[config.mk]
export PLATFORM = sky130hd
export DESIGN_NAME = dcim_job_sequencer
export DESIGN_NICKNAME = d
export VERILOG_FILES = /design/src/rtl/dcim_ctrl_pkg.sv /design/src/rtl/dcim_watchdog.sv /design/src/rtl/dcim_job_sequencer.sv
export SDC_FILE = /design/constraint.sdc
export NUM_CORES = 1
export LEC_CHECK = 0
export CELL_PAD_IN_SITES_DETAIL_PLACEMENT = 1
export CELL_PAD_IN_SITES_GLOBAL_PLACEMENT = 2
export CORE_ASPECT_RATIO = 0.5
export CORE_MARGIN = 3
export CORE_UTILIZATION = 23
export DETAILED_ROUTE_END_ITERATION = 8
export PLACE_DENSITY = 0.92
export SKIP_CTS_REPAIR_TIMING = 1
export SYNTH_ARGS = -nofsm -noshare
export SYNTH_HDL_FRONTEND = slang
export SYNTH_SLANG_ARGS = --single-unit
[constraint.sdc]
create_clock -name clk -period 3.94 [get_ports clk]
set_input_delay 0.394 -clock clk [delete_from_list [all_inputs] [get_ports clk]]
set_output_delay 0.394 -clock clk [all_outputs]
set_load 0.02 [all_outputs]
[src/rtl/dcim_ctrl_pkg.sv]
`default_nettype none
// ============================================================================
//  Module      : dcim_ctrl_pkg
//  Description : Shared types, default widths and helpers for the DCIM
//                host-side job sequencer.
//  Revision    : 1.0  initial release
// ============================================================================
package dcim_ctrl_pkg;

    localparam int DCIM_DW     = 24;
    localparam int DCIM_XW     = 192;
    localparam int DCIM_OW     = 51;
    localparam int DCIM_NROWS  = 8;
    // Widest row-select vector the one-hot helper can produce
    localparam int DCIM_WA_MAX = 64;

    typedef enum logic [2:0] {
        ST_IDLE    = 3'd0,
        ST_LOAD    = 3'd1,
        ST_GAP     = 3'd2,
        ST_ARM     = 3'd3,
        ST_START   = 3'd4,
        ST_WAIT    = 3'd5,
        ST_CAPTURE = 3'd6,
        ST_RESP    = 3'd7
    } dcim_state_t;

    // Row index to one-hot write-address; caller truncates to its row count
    function automatic logic [DCIM_WA_MAX-1:0] row2wa(input int row);
        return 64'd1 << row;
    endfunction

endpackage
`default_nettype wire

[src/rtl/dcim_watchdog.sv]
`default_nettype none
// ============================================================================
//  Module      : dcim_watchdog
//  Description : Saturating cycle counter. Counts enabled cycles since the
//                last clear and flags the cycle in which the TIMEOUT-th
//                enabled cycle occurs.
//  Revision    : 1.0  initial release
// ============================================================================
module dcim_watchdog #(
    parameter int TIMEOUT = 255
) (
    input  logic clk,
    input  logic rstn,
    input  logic i_clear,
    input  logic i_enable,
    output logic o_expired
);

    localparam int              c_cnt_w = $clog2(TIMEOUT + 1);
    localparam logic [c_cnt_w-1:0] c_last = c_cnt_w'(TIMEOUT - 1);
    localparam logic [c_cnt_w-1:0] c_sat  = c_cnt_w'(TIMEOUT);

    logic [c_cnt_w-1:0] r_cnt;

    // Count enabled cycles, holding at TIMEOUT so the counter never wraps
    always_ff @(posedge clk) begin
        if (!rstn || i_clear) begin
            r_cnt <= '0;
        end else if (i_enable && (r_cnt != c_sat)) begin
            r_cnt <= r_cnt + 1'b1;
        end
    end

    // r_cnt holds the cycles already spent, so this is the TIMEOUT-th one
    assign o_expired = i_enable && (r_cnt >= c_last);

endmodule
`default_nettype wire

[src/rtl/dcim_job_sequencer.sv]
`default_nettype none
// ============================================================================
//  Module      : dcim_job_sequencer
//  Description : Host-side controller for the DCIM macro. Streams weight
//                rows, sequences compute jobs (setup, start pulse, wait for
//                done), returns the result, and aborts hung jobs.
//  Revision    : 1.0  initial release
// ============================================================================
module dcim_job_sequencer
    import dcim_ctrl_pkg::*;
#(
    parameter int NROWS   = DCIM_NROWS,
    parameter int DW      = DCIM_DW,
    parameter int XW      = DCIM_XW,
    parameter int OW      = DCIM_OW,
    parameter int TIMEOUT = 255
) (
    input  logic                     clk,
    input  logic                     rstn,
    input  logic                     w_valid,
    output logic                     w_ready,
    input  logic [$clog2(NROWS)-1:0] w_row,
    input  logic [DW-1:0]            w_data,
    input  logic                     w_last,
    input  logic                     job_valid,
    output logic                     job_ready,
    input  logic                     job_inwidth,
    input  logic                     job_wwidth,
    input  logic [XW-1:0]            job_xin,
    output logic                     res_valid,
    input  logic                     res_ready,
    output logic [OW-1:0]            res_data,
    output logic                     res_timeout,
    output logic                     busy,
    output logic [DW-1:0]            m_D,
    output logic [NROWS-1:0]         m_WA,
    output logic                     m_acm_en,
    output logic                     m_cima,
    output logic                     m_inwidth,
    output logic                     m_wwidth,
    output logic                     m_start,
    output logic [XW-1:0]            m_xin0,
    input  logic [OW-1:0]            m_nout,
    input  logic                     m_st
);

    dcim_state_t       r_state;
    dcim_state_t       w_nxt_state;

    logic [DW-1:0]     r_d,           w_nxt_d;
    logic [NROWS-1:0]  r_wa,          w_nxt_wa;
    logic              r_acm_en;
    logic              r_cima,        w_nxt_cima;
    logic              r_inwidth,     w_nxt_inwidth;
    logic              r_wwidth,      w_nxt_wwidth;
    logic              r_start,       w_nxt_start;
    logic [XW-1:0]     r_xin0,        w_nxt_xin0;
    logic              r_res_valid,   w_nxt_res_valid;
    logic [OW-1:0]     r_res_data,    w_nxt_res_data;
    logic              r_res_timeout, w_nxt_res_timeout;
    logic              r_st_prev;

    logic              w_w_ready;
    logic              w_job_ready;
    logic              w_wd_clear;
    logic              w_wd_en;
    logic              w_wd_expired;

    dcim_watchdog #(
        .TIMEOUT (TIMEOUT)
    ) u_watchdog (
        .clk       (clk),
        .rstn      (rstn),
        .i_clear   (w_wd_clear),
        .i_enable  (w_wd_en),
        .o_expired (w_wd_expired)
    );

    // State register
    always_ff @(posedge clk) begin
        if (!rstn) begin
            r_state <= ST_IDLE;
        end else begin
            r_state <= w_nxt_state;
        end
    end

    // Next state plus next value of every registered macro/result output
    always_comb begin
        w_nxt_state       = r_state;
        w_nxt_d           = '0;
        w_nxt_wa          = '0;
        w_nxt_inwidth     = r_inwidth;
        w_nxt_wwidth      = r_wwidth;
        w_nxt_xin0        = r_xin0;
        w_nxt_res_data    = r_res_data;
        w_nxt_res_timeout = r_res_timeout;
        w_w_ready         = 1'b0;
        w_job_ready       = 1'b0;
        w_wd_clear        = 1'b0;
        w_wd_en           = 1'b0;

        case (r_state)
            ST_IDLE: begin
                // A pending weight beat always beats a pending job
                w_w_ready   = 1'b1;
                w_job_ready = !w_valid;
                if (w_valid) begin
                    w_nxt_wa    = NROWS'(row2wa(int'(w_row)));
                    w_nxt_d     = w_data;
                    w_nxt_state = w_last ? ST_GAP : ST_LOAD;
                end else if (job_valid) begin
                    w_nxt_inwidth = job_inwidth;
                    w_nxt_wwidth  = job_wwidth;
                    w_nxt_xin0    = job_xin;
                    w_nxt_state   = ST_ARM;
                end
            end
            ST_LOAD: begin
                w_w_ready = 1'b1;
                if (w_valid) begin
                    w_nxt_wa = NROWS'(row2wa(int'(w_row)));
                    w_nxt_d  = w_data;
                    if (w_last) begin
                        w_nxt_state = ST_GAP;
                    end
                end
            end
            ST_GAP: begin
                w_nxt_state = ST_IDLE;
            end
            ST_ARM: begin
                w_nxt_state = ST_START;
            end
            ST_START: begin
                w_wd_clear  = 1'b1;
                w_nxt_state = ST_WAIT;
            end
            ST_WAIT: begin
                w_wd_en = 1'b1;
                // Only a fresh low-to-high transition of st marks completion
                if (m_st && !r_st_prev) begin
                    w_nxt_state = ST_CAPTURE;
                end else if (w_wd_expired) begin
                    w_nxt_res_data    = '0;
                    w_nxt_res_timeout = 1'b1;
                    w_nxt_state       = ST_RESP;
                end
            end
            ST_CAPTURE: begin
                w_nxt_res_data    = m_nout;
                w_nxt_res_timeout = 1'b0;
                w_nxt_state       = ST_RESP;
            end
            ST_RESP: begin
                if (res_ready) begin
                    w_nxt_state = ST_IDLE;
                end
            end
            default: begin
                w_nxt_state = ST_IDLE;
            end
        endcase

        // Outputs registered from the next state so they line up with it
        w_nxt_cima      = (w_nxt_state == ST_ARM)  || (w_nxt_state == ST_START) ||
                          (w_nxt_state == ST_WAIT) || (w_nxt_state == ST_CAPTURE);
        w_nxt_start     = (w_nxt_state == ST_START);
        w_nxt_res_valid = (w_nxt_state == ST_RESP);
    end

    // Output and edge-detect registers; reset drives every macro pin low
    always_ff @(posedge clk) begin
        if (!rstn) begin
            r_d           <= '0;
            r_wa          <= '0;
            r_acm_en      <= 1'b0;
            r_cima        <= 1'b0;
            r_inwidth     <= 1'b0;
            r_wwidth      <= 1'b0;
            r_start       <= 1'b0;
            r_xin0        <= '0;
            r_res_valid   <= 1'b0;
            r_res_data    <= '0;
            r_res_timeout <= 1'b0;
            r_st_prev     <= 1'b0;
        end else begin
            r_d           <= w_nxt_d;
            r_wa          <= w_nxt_wa;
            r_acm_en      <= 1'b1;
            r_cima        <= w_nxt_cima;
            r_inwidth     <= w_nxt_inwidth;
            r_wwidth      <= w_nxt_wwidth;
            r_start       <= w_nxt_start;
            r_xin0        <= w_nxt_xin0;
            r_res_valid   <= w_nxt_res_valid;
            r_res_data    <= w_nxt_res_data;
            r_res_timeout <= w_nxt_res_timeout;
            r_st_prev     <= m_st;
        end
    end

    // Readies are held low while reset is asserted
    assign w_ready     = rstn && w_w_ready;
    assign job_ready   = rstn && w_job_ready;
    assign busy        = (r_state != ST_IDLE);

    assign res_valid   = r_res_valid;
    assign res_data    = r_res_data;
    assign res_timeout = r_res_timeout;
    assign m_D         = r_d;
    assign m_WA        = r_wa;
    assign m_acm_en    = r_acm_en;
    assign m_cima      = r_cima;
    assign m_inwidth   = r_inwidth;
    assign m_wwidth    = r_wwidth;
    assign m_start     = r_start;
    assign m_xin0      = r_xin0;

endmodule
`default_nettype wire

Word level (Yosys, flattened, before mapping)
Cells that the tools add are included.

word-level totals
  logic and storage cells = 72
  output and inout port bits = 285
  input bits = 279
  flip-flop bits (word level) = 294

operators by class
  order comparisons = 1
  shifts and indexed selects = 1
  eq/ne operators = 15
  add/sub/neg operators = 1
  bitwise operators = 1
  reduce and logical (&&, ||, !) cells = 19
  multiplexer cells = 20

operators with widths
  kind                                                      count
  two-way mux 51 bit                                        2
  case mux 51 bit (2 select lines)                          1
  equality test 3 bit, second input constant                8
  case mux 3 bit (8 select lines)                           1
  two-way mux 3 bit                                         7
  equality test 3 x 2 -> 1 bit, second input constant       3
  AND reduction 3 bit                                       3
  adder 8 x 1 -> 8 bit, second input constant               1
  greater-or-equal comparator 8 bit, second input constant  1
  != test 8 bit, second input constant                      1
  left shift 1 x 3 -> 8 bit, first input constant           1
  two-way mux 1 bit                                         7
  logical AND 1 bit                                         5
  logical OR 1 bit                                          4
  equality test 3 x 1 -> 1 bit, second input constant       1
  logical NOT 1 bit                                         3
  logical NOT 3 bit                                         1
  nonzero test 3 bit                                        1
  two-way mux 2 bit                                         1
  != test 2 x 1 -> 1 bit, second input constant             1
  != test 2 bit, second input constant                      1
  case mux 1 bit (2 select lines)                           1
  nonzero test 2 bit                                        1
  OR reduction 2 bit                                        1
  inverter 1 bit                                            1

Logic depth before layout (Yosys ltp)
Gate-level depths: netlist (run 1).

  depth after elaboration = 10
  depth in mapped cells = 7
  mapped depth without buffers = 5

By module
From an unflattened synthesis (run 1), not the netlist that was laid out.

second synthesis, totals
  cell total of the unflattened synthesis = 1187
  area total of the unflattened synthesis = 10771.6 µm²

by module, submodules not included
  module              area each (µm²)  sequential area each (µm²)  times used  cells each
  dcim_job_sequencer  10327.4          5725.5                      1           1135
  dcim_watchdog       444.2            160.2                       1           52

Worst setup path after synthesis (run 1)
OpenSTA, ideal clock, no wires.

  kind = input port to output port
  from = input rstn
  to = output job_ready
  cell stages on the path = 3
  arrival = 1.495 ns
  required time = 3.546 ns
  path slack = 2.051 ns
  buffers on the path = 1
  cell sequence = clkbuf_1 > and2_1 > nor3b_1

between the ends
  cells in the longest elaborated chain, start to end = 1

RTL lines
  element            RTL line                   source
  start, declared    dcim_job_sequencer.sv:19   input logic rstn,
  logical AND 1 bit  dcim_job_sequencer.sv:205  assign job_ready = rstn && w_job_ready;
  end, declared      dcim_job_sequencer.sv:26   output logic job_ready,

Every way passes these cells.

Worst setup path in the final report (run 1)
  from = register r_state[1]
  to = output job_ready

between the ends
  cells in the longest elaborated chain, start to end = 3

RTL lines
  element                 RTL line                   source
  start, declared         dcim_job_sequencer.sv:47   dcim_state_t r_state;
  start signal, assigned  dcim_job_sequencer.sv:84   r_state <= w_nxt_state;
  logical NOT 3 bit       dcim_job_sequencer.sv:103  case (r_state)
  two-way mux 1 bit       dcim_job_sequencer.sv:103
  logical AND 1 bit       dcim_job_sequencer.sv:205

Every way passes these cells.

==> qor.yml, run 1 <==
global_route:
  antenna_found_initial: 5
  first_global_vias: 10782
  grt_start_max_net_pins: 243
  globalRouteOverflowTotal: 0
  grt_use_total_pct: 18.0
  grt_pass1_wl_mm: 70.3
clocking:
  cts_tree: "yes"
  cts_made_buffers: 30
  path_clk_slew_ns: 0.06
  insertion_delay_ns: 0.56
  clockBufferDepth: 3
  cts-root-buf: "clkbuf_16"
  h-tree-depth: 1
  clock-sinks: 294
synthesis:
  synth_compound_area_share_pct: 21.7
  synth_top_family_by_area: "compound AO/OA/AOI/OAI gates"
  ys_seq_elements: 294
  muxShareOfSynthArea_pct: 0.0910
  ys_seq_area_share_pct: 53.5
  synthesis.area_sq_um: 11000
  yosysWarningCount: 0
  yosysMostFrequentCell: "nand2_1"
  synth.distinct_cells: 44
  synthAdderAreaFrac_pct: 0.228
  yosysTopAreaCellShare_pct: 53.5
  syn_avg_cell_area_sq_um: 8.80
  postSynthCellCount: 1250
  synthXorXnorAreaFrac_pct: 0.239
  synthSimpleGateAreaFrac_pct: 19.5
  ys.flop_type: "dfxtp_1"
  synthTopCellsByArea: "dfxtp_1, nand2_1, a21boi_1, a21boi_0, o211ai_1"
  synthTopCellsByCount: "nand2_1, dfxtp_1, a21boi_1, a21boi_0, clkbuf_1"
  synth_edf_count: 0
  syn_nets: 1531
  async_reset_ff_share_pct: 0
  synth_largest_area_cell: "dfxtp_1"
detailed_routing:
  antenna_left: 0
  wl_met2_mm: 26.3
  met1_length_mm: 18.8
  dr.pass1.iters: 4
  drt_iter0_drc: 523
  wl_mm: 47.7
  via_count: 10508
  vias_per_cell: 4.36
  top_layer: "met4"
  route.detailed.drc: 0
  post_drt_wl_per_cell_um: 19.8
  met3_length_mm: 1.18
pwr:
  p_total_w: 0.00737
  p_leak_nw: 6.27
  comb_power_share_pct: 15.4
  pwr-share-seq_pct: 43.1
  p_int_w: 0.00549
  swShare_pct: 25.4
  ir_drop_v: 0.000254
  powerDensity_nw_per_um2: 406
  p_switching_w: 0.00187
  power.clock.fraction_pct: 41.5
min_path:
  hold_end: "m_xin0[156]$_SDFFE_PN0P_"
  hold_start: "rstn"
  min_path_cells: 2
  hold_class: "in -> reg"
timing:
  fin_skew_ns: 0.00810
  relSlewSlack_pct: 31.5
  period_minus_slack_ns: 2.80
  fmax_mhz: 358
  final.setup.worst_slack_ns: 1.14
  final.setup.tns_ns: 0
  rsz0062_at_grt: "no"
  period_share_pct: 71.0
  slew_violations: 0
  whs_ns: 0.132
  hold_viol_final: 0
  final-setup-viol-count: 0
  tightest_slew_ns: 1.03
worst_setup_path:
  r2r_end: "m_xin0[86]$_SDFFE_PN0P_"
  cp_data_arrival_time_ns: 2.40
  rr_worst_depth: 5
  crit_chain: "nor2_1, and2_1, nor3b_1, clkdlybuf4s50_1"
  cp_slowest_stage_delay_ns: 0.66
  crit_family: "simple AND/OR/NAND/NOR gates"
  critPathMaxFanout: 14
  ff2ff_setup_slack_ns: 1.59
  critPathLaunchType: "flop"
  cpMaxStageDelayCell: "clkdlybuf4s50_1"
  r2r_start: "r_state[1]$_SDFF_PN0_"
  critPathKind: "reg -> out"
  critPathBufInv: 1
  endpoint_kind: "primary output"
  cp.required_ns: 3.55
placed_design:
  dpl-instance-area_sq_um: 17100
  place_ws_ns: 1.03
  port-buffer-count: 563
  dpl.hpwl_mm: 35.0
  gp_congestion: 0.853
flow_run:
  maxCapViolations: 0
cells_and_area:
  design_area_sq_um: 18200
  multi_input_area_sq_um: 4630
  syn_to_final_growth_pct: 65.1
  layout.area.seq_sq_um: 5890
  nets: 2038
  fill_cells: 5252
  drive_gt1_share_pct: 3.77
floorplan:
  rows: 55
  start_util_pct: 23.8
  die_area_sq_um: 50600
  dieWidth_um: 315
  coreArea_sq_um: 46200
  fp.dieH_um: 161
  io_pins: 564
outcome:
  run_status: "finished, final reports clean"
registers in the layout, indices dropped and copies added (netlist names), 3 cells and up:
name / count
m_D: 24
m_WA: 8
m_xin0: 192
r_state: 3
res_data: 51
u_watchdog.r_cnt: 8
final cells by class:
cell class	count	share of cell area, %
diodes	5	0.0689
inverters	5	0.103
flip-flops and latches	294	32.4
multi-input cells	852	25.5
clock buffers	44	4.87
clock inverters	10	0.855
repair buffers	574	31.8
well taps	627	4.32
logic make-up (layout without fill, tap and decap cells):
logic type / Yosys count / after routing
other: 0 / 5
DFF: 294 / 294
and+or+nand+nor: 525 / 525
buffers and inverters: 104 / 633
AOI/OAI and AO/OA: 321 / 321
adders and majority gates: 2 / 2
xor gates and xnor gates: 3 / 3
muxes: 1 / 1
power groups by stage:
| stage | clock network [W] | logic, W | registers, W |
|---|---|---|---|
| 6_report | 0.00306 | 0.00113 | 0.00317 |
| 5_1_grt | 0.00332 | 0.00121 | 0.00319 |
| 4_1_cts | 0.00319 | 0.00115 | 0.00317 |
| 3_5_place_dp | 0 | 0.00114 | 0.00324 |
| 3_3_place_gp | 0 | 0.00113 | 0.00323 |
| 2_1_floorplan | 0 | 0.000340 | 0.00337 |
stage by stage:
step / cells / util, %
finish: 2411 / 39.3
floorplan: 1250 / -
detailed placement: 2352 / 37.0
global placement: 2352 / 37.0
global route: 2411 / 39.3
CTS: 2406 / 39.3
worst reg2reg max path: stages (launching register included):
cell	delay [ns]
dfxtp_1	0.45
nor4_1	0.55
and2_4	0.42
buf_4	0.55
nand2_1	0.16
a21boi_1	0.15
how the worst max path moves through the flow:
stage	start	endpoint	depth (start not counted)
final	r_state[1]$_SDFF_PN0_	job_ready	4
after global routing	r_state[1]$_SDFF_PN0_	job_ready	4
after CTS	r_state[1]$_SDFF_PN0_	job_ready	4
after detailed placement	w_valid	m_xin0[86]$_SDFFE_PN0P_	6
after global placement	w_valid	m_xin0[147]$_SDFFE_PN0P_	6
after floorplan	rstn	job_ready	3
placed cells by master, fill, tap and decap left out, types with 7 or more instances in the layout:
| master | instances |
|---|---|
| a21boi_0 | 97 |
| and2_1 | 28 |
| clkbuf_16 | 31 |
| a21boi_1 | 150 |
| nand2_1 | 448 |
| nor2_1 | 10 |
| clkbuf_1 | 7 |
| dfxtp_1 | 294 |
| o211ai_1 | 51 |
| clkdlybuf4s50_1 | 562 |
metal layers:
layer | track usage [%] | vias up
met1 | 20.5 | 5152
met4 | 6.16 | 0
met5 | 0 | -
met2 | 34.6 | 145
met3 | 2.11 | 71
li1 | - | 5140
Power figures use the tool's default switching activity.
==> inputs of run 2 (changes only) <==
--- a/config.mk
+++ b/config.mk
@@ -9,9 +9,9 @@
 export CELL_PAD_IN_SITES_GLOBAL_PLACEMENT = 2
 export CORE_ASPECT_RATIO = 0.5
 export CORE_MARGIN = 3
-export CORE_UTILIZATION = 23
+export CORE_UTILIZATION = 22
 export DETAILED_ROUTE_END_ITERATION = 8
-export PLACE_DENSITY = 0.92
+export PLACE_DENSITY = 0.89
 export SKIP_CTS_REPAIR_TIMING = 1
 export SYNTH_ARGS = -nofsm -noshare
 export SYNTH_HDL_FRONTEND = slang
==> constraint.sdc (replaced) <==
create_clock -name clk -period 2.85 [get_ports clk]
set_input_delay 0.285 -clock clk [delete_from_list [all_inputs] [get_ports clk]]
set_output_delay 0.285 -clock clk [all_outputs]
set_load 0.02 [all_outputs]
==> run 2 against run 1 <==
Power up 39%. Die area up 4.4%. Clock skew up 0.0022 ns. Global-route usage down 0.33 points. Sequential cell count unchanged. Critical path depth unchanged. Non-clock buffer count up 9. Clock-buffer cell count down 4. Critical path type unchanged. Utilization down 1.9 points. Clock power up 40%. Register-to-register slack worse by 0.81 ns.
==> qor.yml, run 2 (same netlist as run 1, synthesis figures left out) <==
global_route:
  first_global_vias: 10646  # was 10782
  grt_start_max_net_pins: 149  # was 243
  grt_use_total_pct: 17.7  # was 18.0%
  globalRouteOverflowTotal: 0  # unchanged
  grt_pass1_wl_mm: 70.7  # was 70.3 mm
  antenna_found_initial: 2  # was 5
cells_and_area:
  drive_gt1_share_pct: 4.47  # was 3.77%
  layout_common_cells: "clkdlybuf4s50_1, nand2_1, dfxtp_1"  # unchanged
  largest_reg_flops: 192  # unchanged
  fin_cells: 2441  # was 2411
  fill_cells: 5642  # was 5252
  syn_to_final_growth_pct: 66.5  # was 65.1%
  nets: 2048  # was 2038
  mostFrequentLayoutCell: "clkdlybuf4s50_1"  # unchanged
  layout.area.seq_sq_um: 5890  # unchanged
  multi_input_area_sq_um: 4640  # was 4630 sq um
  utilization_pct: 37.4  # was 39.3%
clocking:
  cts_made_buffers: 31  # was 30
  path_clk_slew_ns: 0.07  # was 0.06 ns
  insertion_delay_ns: 0.56  # about the same
  cts_tree: "yes"  # unchanged
  h-tree-depth: 1  # unchanged
  clock-sinks: 294  # unchanged
  clockBufferDepth: 3  # unchanged
  cts-root-buf: "clkbuf_16"  # unchanged
placed_design:
  port-buffer-count: 563  # unchanged
  gp_congestion: 0.805  # was 0.853
  place_ws_ns: 0.481  # was 1.03 ns
  dpl.hpwl_mm: 37.0  # was 35.0 mm
  dpl.cell_count: 2383  # was 2352
detailed_routing:
  drt_iter0_drc: 578  # was 523
  met1_length_mm: 20.4  # was 18.8 mm
  top_layer: "met5"  # was met4
  wl_met2_mm: 26.5  # was 26.3 mm
  met3_length_mm: 1.36  # was 1.18 mm
  dr.pass1.iters: 4  # unchanged
  via_count: 10457  # was 10508
  antenna_left: 0  # unchanged
  wl_mm: 49.5  # was 47.7 mm
  post_drt_wl_per_cell_um: 20.3  # was 19.8 um
  vias_per_cell: 4.28  # was 4.36
  route.detailed.drc: 0  # unchanged
min_path:
  hold_start: "rstn"  # unchanged
  hold_end: "m_xin0[171]$_SDFFE_PN0P_"  # was m_xin0[156]$_SDFFE_PN0P_
  min_path_cells: 2  # unchanged
  hold_class: "in -> reg"  # unchanged
timing:
  final.setup.worst_slack_ns: 0.214  # was 1.14 ns
  final.setup.tns_ns: 0  # unchanged
  tightest_slew_ns: 0.647  # was 1.03 ns
  fin_skew_ns: 0.0103  # was 0.00810 ns
  hold_viol_final: 0  # unchanged
  rsz0062_at_grt: "no"  # unchanged
  slew_violations: 0  # unchanged
  relSlewSlack_pct: 56.9  # was 31.5%
  period_share_pct: 92.5
  final-setup-viol-count: 0  # unchanged
  period_minus_slack_ns: 2.64
  fmax_mhz: 379
floorplan:
  die_area_sq_um: 52900  # was 50600 sq um
  start_util_pct: 22.5  # was 23.8%
  dieWidth_um: 322  # was 315 um
  fp.dieH_um: 164  # was 161 um
  coreArea_sq_um: 48900  # was 46200 sq um
  rows: 57  # was 55
  io_pins: 564  # unchanged
worst_setup_path:
  endpoint_kind: "primary output"  # unchanged
  critPathLaunchType: "flop"  # unchanged
  critPathKind: "reg -> out"  # unchanged
  critPathMaxFanout: 14  # unchanged
  cp_data_arrival_time_ns: 2.35  # was 2.40 ns
  critPathLaunch: "r_state[1]$_SDFF_PN0_"  # unchanged
  r2r_end: "res_data[37]$_SDFFE_PN0P_"  # was m_xin0[86]$_SDFFE_PN0P_
  ff2ff_setup_slack_ns: 0.78  # was 1.59 ns
  r2r_start: "u_watchdog.r_cnt[0]$_SDFFE_PP0P_"  # was r_state[1]$_SDFF_PN0_
  cp.required_ns: 2.57  # was 3.55 ns
  rr_worst_depth: 6  # was 5
flow_run:
  maxCapViolations: 0  # unchanged
pwr:
  powerDensity_nw_per_um2: 561  # was 406 nW/um^2
  ir_drop_v: 0.000406  # was 0.000254 V
  p_leak_nw: 6.34  # was 6.27 nW
outcome:
  run_status: "finished, final reports clean"  # unchanged
-- run 2: stage by stage --
step	hold WS (ns)	area, sq um	power (W)
final	0.150	18300	0.0103
after global routing	0.142	18300	0.0107
after CTS	0.118	18300	0.0104
after detailed placement	0.444	17200	0.00610
after global placement	0.440	17200	0.00608
after floorplan	0.313	11000	0.00514
-- run 2: cell type report --
cell class	instances	area share (%)
Antenna cell	4	0.0547
Clock buffer	40	4.70
Multi-Input combinational cell	852	25.3
Clock inverter	14	0.998
Inverter	5	0.103
Sequential cell	294	32.2
Tap cell	649	4.44
Timing Repair Buffer	583	32.2
-- run 2: routing by layer --
metal	global-route usage (%)	vias to the layer above
li1	-	5157
met5	0	-
met1	21.3	5114
met4	4.76	2
met2	32.6	115
met3	3.02	69
-- run 2: how the worst max path moves through the flow --
stage / endpoint / slack (ns) / depth (start not counted)
3_5_place_dp: m_xin0[165]$_SDFFE_PN0P_ / 0.48 / 7
3_3_place_gp: m_xin0[157]$_SDFFE_PN0P_ / 0.53 / 7
6_report: job_ready / 0.21 / 4
4_1_cts: job_ready / 0.08 / 4
5_1_grt: job_ready / 0.05 / 4
2_1_floorplan: job_ready / 1.17 / 3
-- run 2: power by group --
group	leakage [nW]	switching (W)	total [W]	internal, W
logic	3.44	0.000780	0.00161	0.000829
clock network	0.511	0.00180	0.00428	0.00248
registers	2.39	0.000103	0.00439	0.00429
-- run 2: worst max-delay path: stages, from the launching register on --
cell and delay (ns):
dfxtp_1 0.45, nor2_2 0.26, and2_1 0.19, nor3b_1 0.20
clkdlybuf4s50_1 0.67
